[src/rtl/dual_stack_pkg.sv]
// Shared types and address helpers for the dual-stack arbiter.
// The address helpers work on 32-bit values; callers truncate to the RAM address width.
package dual_stack_pkg;

    typedef enum logic [1:0] {
        OP_IDLE = 2'd0,
        OP_PUSH = 2'd1,
        OP_POP  = 2'd2
    } op_e;

    typedef enum logic {
        OWN_A = 1'b0,
        OWN_B = 1'b1
    } owner_e;

    // Push wins over pop even when the push itself is illegal (full).
    function automatic op_e legal_op(input logic push_req, input logic pop_req,
                                     input logic full, input logic empty);
        op_e op;
        if (push_req) begin
            op = full ? OP_IDLE : OP_PUSH;
        end else if (pop_req && !empty) begin
            op = OP_POP;
        end else begin
            op = OP_IDLE;
        end
        return op;
    endfunction

    function automatic logic [31:0] a_top_addr(input logic [31:0] count, input op_e op);
        return (op == OP_PUSH) ? count : count - 32'd1;
    endfunction

    function automatic logic [31:0] b_top_addr(input logic [31:0] depth, input logic [31:0] count,
                                               input op_e op);
        return (op == OP_PUSH) ? depth - 32'd1 - count : depth - count;
    endfunction

endpackage

[src/rtl/rr_arbiter_2.sv]
// Two-requester round-robin arbiter; requester 0 wins the first contention after reset.
module rr_arbiter_2 (
    input  logic       clk,
    input  logic       rst_n,
    input  logic [1:0] req,
    output logic [1:0] gnt
);

    logic last_r;

    // Grant selection: a lone requester wins, contention goes to the one not granted last.
    always_comb begin
        gnt = 2'b00;
        case (req)
            2'b01:   gnt = 2'b01;
            2'b10:   gnt = 2'b10;
            2'b11:   gnt = last_r ? 2'b01 : 2'b10;
            default: gnt = 2'b00;
        endcase
    end

    // Last-grant register; only moves when something is granted.
    always_ff @(posedge clk or negedge rst_n) begin
        if (!rst_n) begin
            last_r <= 1'b1;
        end else if (gnt != 2'b00) begin
            last_r <= gnt[1];
        end else begin
            last_r <= last_r;
        end
    end

endmodule

[src/rtl/dual_stack_arbiter.sv]
// Two LIFO stacks sharing one single-port RAM: A grows up from 0, B grows down from DEPTH-1.
// At most one RAM access per cycle, chosen by a round-robin arbiter among legal requests.
module dual_stack_arbiter
    import dual_stack_pkg::*;
#(
    parameter int WIDTH     = 8,
    parameter int DEPTH_LOG = 4
) (
    input  logic                 clk,
    input  logic                 rst_n,
    input  logic                 a_push_req,
    input  logic                 a_pop_req,
    input  logic [WIDTH-1:0]     a_push_data,
    output logic                 a_gnt,
    output logic                 a_pop_valid,
    output logic [WIDTH-1:0]     a_pop_data,
    output logic                 a_empty,
    output logic [DEPTH_LOG:0]   a_count,
    input  logic                 b_push_req,
    input  logic                 b_pop_req,
    input  logic [WIDTH-1:0]     b_push_data,
    output logic                 b_gnt,
    output logic                 b_pop_valid,
    output logic [WIDTH-1:0]     b_pop_data,
    output logic                 b_empty,
    output logic [DEPTH_LOG:0]   b_count,
    output logic                 full,
    output logic                 ram_write_req,
    output logic [DEPTH_LOG-1:0] ram_addr,
    output logic [WIDTH-1:0]     ram_write_data,
    input  logic [WIDTH-1:0]     ram_read_data
);

    localparam int CW = DEPTH_LOG + 1;
    localparam int DEPTH = 1 << DEPTH_LOG;
    localparam logic [CW-1:0] DEPTH_W = CW'(DEPTH);
    localparam logic [CW-1:0] ONE_W   = CW'(1);
    localparam logic [CW-1:0] ZERO_W  = CW'(0);

    logic [CW-1:0] a_count_r, b_count_r;
    logic          a_pop_valid_r, b_pop_valid_r;
    logic          full_s, a_empty_s, b_empty_s;
    op_e           a_op_s, b_op_s, sel_op_s;
    owner_e        owner_s;
    logic [1:0]    req_s, gnt_s;

    assign full_s    = (a_count_r + b_count_r) == DEPTH_W;
    assign a_empty_s = (a_count_r == ZERO_W);
    assign b_empty_s = (b_count_r == ZERO_W);
    assign a_op_s    = legal_op(a_push_req, a_pop_req, full_s, a_empty_s);
    assign b_op_s    = legal_op(b_push_req, b_pop_req, full_s, b_empty_s);
    // Requests are masked while reset is held so no grant or RAM access leaks out.
    assign req_s     = {(b_op_s != OP_IDLE) && rst_n, (a_op_s != OP_IDLE) && rst_n};

    rr_arbiter_2 u_arb (
        .clk   (clk),
        .rst_n (rst_n),
        .req   (req_s),
        .gnt   (gnt_s)
    );

    // Resolve which stack owns the RAM this cycle and what it does with it.
    always_comb begin
        owner_s  = OWN_A;
        sel_op_s = OP_IDLE;
        if (gnt_s[0]) begin
            owner_s  = OWN_A;
            sel_op_s = a_op_s;
        end else if (gnt_s[1]) begin
            owner_s  = OWN_B;
            sel_op_s = b_op_s;
        end else begin
            owner_s  = OWN_A;
            sel_op_s = OP_IDLE;
        end
    end

    // RAM command drive; idle cycles present all-zero address and data.
    always_comb begin
        ram_write_req  = 1'b0;
        ram_addr       = {DEPTH_LOG{1'b0}};
        ram_write_data = {WIDTH{1'b0}};
        if (sel_op_s != OP_IDLE) begin
            ram_write_req = (sel_op_s == OP_PUSH);
            case (owner_s)
                OWN_A: begin
                    ram_addr       = DEPTH_LOG'(a_top_addr(32'(a_count_r), sel_op_s));
                    ram_write_data = (sel_op_s == OP_PUSH) ? a_push_data : {WIDTH{1'b0}};
                end
                OWN_B: begin
                    ram_addr       = DEPTH_LOG'(b_top_addr(32'(DEPTH), 32'(b_count_r), sel_op_s));
                    ram_write_data = (sel_op_s == OP_PUSH) ? b_push_data : {WIDTH{1'b0}};
                end
                default: begin
                    ram_addr       = {DEPTH_LOG{1'b0}};
                    ram_write_data = {WIDTH{1'b0}};
                end
            endcase
        end else begin
            ram_write_req = 1'b0;
        end
    end

    // Occupancy counters and one-cycle pop-valid pulses.
    always_ff @(posedge clk or negedge rst_n) begin
        if (!rst_n) begin
            a_count_r     <= ZERO_W;
            b_count_r     <= ZERO_W;
            a_pop_valid_r <= 1'b0;
            b_pop_valid_r <= 1'b0;
        end else begin
            if (gnt_s[0] && (a_op_s == OP_PUSH)) begin
                a_count_r <= a_count_r + ONE_W;
            end else if (gnt_s[0] && (a_op_s == OP_POP)) begin
                a_count_r <= a_count_r - ONE_W;
            end else begin
                a_count_r <= a_count_r;
            end
            if (gnt_s[1] && (b_op_s == OP_PUSH)) begin
                b_count_r <= b_count_r + ONE_W;
            end else if (gnt_s[1] && (b_op_s == OP_POP)) begin
                b_count_r <= b_count_r - ONE_W;
            end else begin
                b_count_r <= b_count_r;
            end
            a_pop_valid_r <= gnt_s[0] && (a_op_s == OP_POP);
            b_pop_valid_r <= gnt_s[1] && (b_op_s == OP_POP);
        end
    end

    assign a_gnt       = gnt_s[0];
    assign b_gnt       = gnt_s[1];
    assign a_count     = a_count_r;
    assign b_count     = b_count_r;
    assign a_empty     = a_empty_s;
    assign b_empty     = b_empty_s;
    assign full        = full_s;
    assign a_pop_valid = a_pop_valid_r;
    assign b_pop_valid = b_pop_valid_r;
    assign a_pop_data  = ram_read_data;
    assign b_pop_data  = ram_read_data;

endmodule

[config.mk]
export PLATFORM = sky130hd
export DESIGN_NAME = dual_stack_arbiter
export DESIGN_NICKNAME = d
export VERILOG_FILES = /design/src/rtl/dual_stack_pkg.sv /design/src/rtl/rr_arbiter_2.sv /design/src/rtl/dual_stack_arbiter.sv
export SDC_FILE = /design/constraint.sdc
export NUM_CORES = 1
export LEC_CHECK = 0
export ABC_AREA = 1
export CAP_MARGIN = 5
export CELL_PAD_IN_SITES_DETAIL_PLACEMENT = 0
export CELL_PAD_IN_SITES_GLOBAL_PLACEMENT = 1
export CORE_ASPECT_RATIO = 0.8
export CORE_UTILIZATION = 26
export CTS_CLUSTER_DIAMETER = 60
export DETAILED_ROUTE_END_ITERATION = 10
export GPL_TIMING_DRIVEN = 0
export PLACE_DENSITY = 0.83
export SLEW_MARGIN = 20
export SYNTH_ARGS = -nofsm -noshare
export SYNTH_HDL_FRONTEND = slang
export SYNTH_SLANG_ARGS = --single-unit
[constraint.sdc]
create_clock -name clk -period 3.3 [get_ports clk]
set_input_delay 0.825 -clock clk [delete_from_list [all_inputs] [get_ports clk]]
set_output_delay 0.825 -clock clk [all_outputs]
set_load 0.01 [all_outputs]
==> key figures <==
CTS
  – CTS sink count: 13
  – Clock Tree Buf Depth: 2
  – CTS Buf Count: 3
  – # H-tree levels: 1
  – Worst-path clk slew: roughly 0.070 ns
  – Hold buffer count at CTS: 0
  – Clock root buffer: clkbuf_8
  – Skew-Pair Late Insertion Delay: 0.26 ns
  – CTS tree: done

Setup path
  – WP data required: ~2.5 ns
  – Crit path buf inv count: 2
  – Setup CP Type: flip-flop to primary output
  – Critical path's top delay family: simple AND/OR/NAND/NOR gates
  – CP Cell Sequence: ha_4 -> fa_2 -> or2_4 -> nor2_4 -> and3_4 -> nor2_4 -> nand3_4 -> nand2_4 -> buf_6 -> nand2_1 -> nand2_1 -> nand2_1 -> nand2_1 -> nor2_1 -> buf_2
  – CP max stage delay: ~0.42 ns
  – CP arrival: approximately 2.7 ns
  – Setup slack, reg-to-reg: -0.09 ns
  – CP max stage cell: dfrtp_2
  – Element type at the critical path end: primary output
  – CP most frequent cell: nand2_1
  – Startpoint type of the worst setup path: flip-flop
  – Crit-path max FO: 7

STA
  – # setup viols final: 14
  – WHS: 0.540 ns
  – Crit path time final: between 3 and 4 ns
  – Slew headroom: a little over two thirds
  – Final Hold Viols: 0
  – Fmax: between 200 and 300 MHz
  – Final Slew Violations: 0
  – Worst Tran Pin Value: roughly 0.45 ns
  – RSZ-0062 raised after global routing: yes
  – Final period utilization: 108%
  – Worst Slack Setup Final: -0.255 ns
  – Setup Skew: roughly 0.010 ns

Cells and area
  – Area added between synthesis and finish: 70.0%
  – Final instance area: 2930 um^2
  – Fin cells: approximately 430
  – Nets: 389
  – Core Util, Final: a little under half
  – Layout cell share with drive strength beyond 1: 39.2%
  – Ant diodes: 0

Power and ir drop
  – Worst VDD drop: 261 uV
  – Switching Fraction: roughly 49%
  – Combinational Power Share: around four fifths
  – LEAKAGE: 1.49 nW
  – Part of the power in registers: between 10% and 20%
  – Internal power: 1.23 mW
  – Clock power share: 6.3%
  – Sw power: ~1.2 mW
  – PwrDens: 832 nW/um^2
  – Tot Pwr: 2.43 mW

Route
  – Via density: ~4.4
  – Antenna viol nets, final: 0
  – Residual DRC: 0
  – Total Routed Length: slightly above 5000 um
  – Drt pass-1 iters: 4
  – Vias: 1866
  – Routed length per placed instance: about 12 um
  – DR iter-0 viols: between 80 and 90

Place
  – Placed insts: between 300 and 400
  – Routability cong.: 0.811
  – Hpwl dp: about 3700 um
  – Post-DP Area: roughly 2500 um^2
  – Port Buffers: 67

Synth
  – YS warnings: 0
  – Syn Inst Count: roughly 240
  – Netlist cell types: 33
  – Syn Area/Cell: around 7.1 um^2
  – Syn nets: around 290
  – Seq/Total Area, Yosys: between 10% and 20%
  – Post-synthesis cell area: 1720 um^2
  – Synth Register Bits: 13

GRT
  – Total congestion overflow: 0
  – Initial antenna violation count: 0
  – Largest net degree at the start of global routing: 16
  – Vias in the first global route: 1682
  – GRT Resource Usage Total: 14.2%
  – First-pass GRT wire length: ~7700 um

Status
  – Failing checks: negative setup slack
  – Outcome: finished with violations

Hold path
  – Hold Crit Class: flip-flop to flip-flop

Die
  – Die area: between 6000 and 7000 um^2
  – Initial core utilization: 27.0%
  – Die width: 92.9 um
  – # rows: 26
  – IO Pins: 76
  – Core area: roughly 6400 um^2
  – Vert. Die Dim: around 75 um

Job
  – Max-cap violations: 0
power groups by stage:
| stage | clock [mW] | combinational [mW] | sequential, mW |
|---|---|---|---|
| 2_1_floorplan | 0 | 1.00 | 0.360 |
| 3_3_place_gp | 0 | 1.49 | 0.364 |
| 3_5_place_dp | 0 | 1.52 | 0.365 |
| 4_1_cts | 0.156 | 1.78 | 0.354 |
| 5_1_grt | 0.161 | 2.11 | 0.372 |
| 6_report | 0.152 | 1.93 | 0.356 |
layer usage:
metal  routed length, um  vias to the layer above  part of all wire (%)  track usage [%]
met1                2340                      873                    46             19.0
met3                 248                        2                   4.9             3.43
met5                   0                        -                     0                0
met4                  14                        0                  0.28             1.54
met2                2460                       50                    49             24.3
li1                    -                      941                     -                -
layout make-up:
cell class | count | area, um^2
Fill cell | 646 | 3450
Multi-Input combinational cell | 169 | 1250
Timing Repair Buffer | 97 | 867
Sequential cell | 13 | 330
Buffer | 20 | 173
Inverter | 39 | 155
Tap cell | 84 | 105
Clock buffer | 4 | 45.0
state kept, by name (all words and copies together) (netlist names):
signal,cells
a_count,5
a_pop_valid,1
b_count,5
b_pop_valid,1
u_arb.last_r,1
synthesized netlist by cell type:
| master | n | share of area [%] |
|---|---|---|
| nand2_1 | 65 | 14 |
| inv_1 | 36 | 7.9 |
| buf_4 | 17 | 7.4 |
| nand3_1 | 16 | 4.7 |
| ha_1 | 13 | 9.5 |
| dfrtp_1 | 12 | 17 |
| o21ai_0 | 10 | 2.9 |
| a21oi_1 | 8 | 2.3 |
| nand2_2 | 8 | 2.9 |
| xor2_1 | 8 | 4.1 |
| nor2_1 | 7 | 1.5 |
| nor2_4 | 5 | 3.3 |
| fa_1 | 3 | 3.5 |
| inv_2 | 3 | 0.65 |
| nand4_1 | 3 | 1.1 |
| nand4_2 | 3 | 2.2 |
| nor2_2 | 3 | 1.1 |
| xnor2_1 | 3 | 1.5 |
| buf_6 | 2 | 1.3 |
| nand3_4 | 2 | 2.0 |
| nand3b_1 | 2 | 0.87 |
| o21ai_2 | 2 | 1.0 |
| a21oi_2 | 1 | 0.51 |
| and2_4 | 1 | 0.51 |
| and3_4 | 1 | 0.65 |
| buf_2 | 1 | 0.29 |
| buf_8 | 1 | 0.87 |
| dfstp_2 | 1 | 1.5 |
| nand2_4 | 1 | 0.65 |
| nand3_2 | 1 | 0.58 |
| or2_0 | 1 | 0.36 |
| or2_1 | 1 | 0.36 |
| or2_2 | 1 | 0.36 |
cell usage in the layout, fill, tap and decap left out, drive strengths merged, types with 8 or more instances in the layout:
cell type	instances
nand3	19
dfrtp	12
buf	64
o21ai	12
nand2	74
xor2	8
a21oi	9
clkdlybuf4s50	50
ha	13
nor2	15
inv	38
final timing paths:
kind / from / endpoint / depth (start not counted)
worst max-delay path: a_count[0] / ram_addr[3] / 15
worst min-delay path: a_count[4] / a_count[4] / 1
worst max register to register: a_count[0] / b_count[4] / 18
worst min register to register: a_count[4] / a_count[4] / 1
max in group asynchronous: rst_n / a_count[1] / 1
min in group asynchronous: rst_n / a_count[3] / 1
per-stage QoR:
stage | setup TNS, ns | setup WS, ns
2_1_floorplan | 0 | 0.00862
3_3_place_gp | -14.40 | -0.968
3_5_place_dp | -16.58 | -1.07
4_1_cts | -2.37 | -0.274
5_1_grt | -3.94 | -0.381
6_report | -2.29 | -0.255
kinds of logic (layout without fill, tap and decap cells):
logic type               count (synthesis)  in the layout  synth area share, %
adder cells (fa/ha/maj)                 16             16                 12.9
AND/OR/NAND/NOR                        121            121                 37.3
XOR/XNOR                                11             11                 5.60
flip-flops                              13             13                 19.0
buffers and inverters                   60            160                 18.4
AO/OA/AOI/OAI                           21             21                 6.76
timing repair:
item | in CTS | in global routing
endpoints found under the setup margin | 18 | 16
gates resized for setup | 98 | 23
gates cloned | 0 | 1
setup buffers | 24 | 6
pin swaps | 25 | 11
Note: power is estimated with default switching activity, not from simulation.
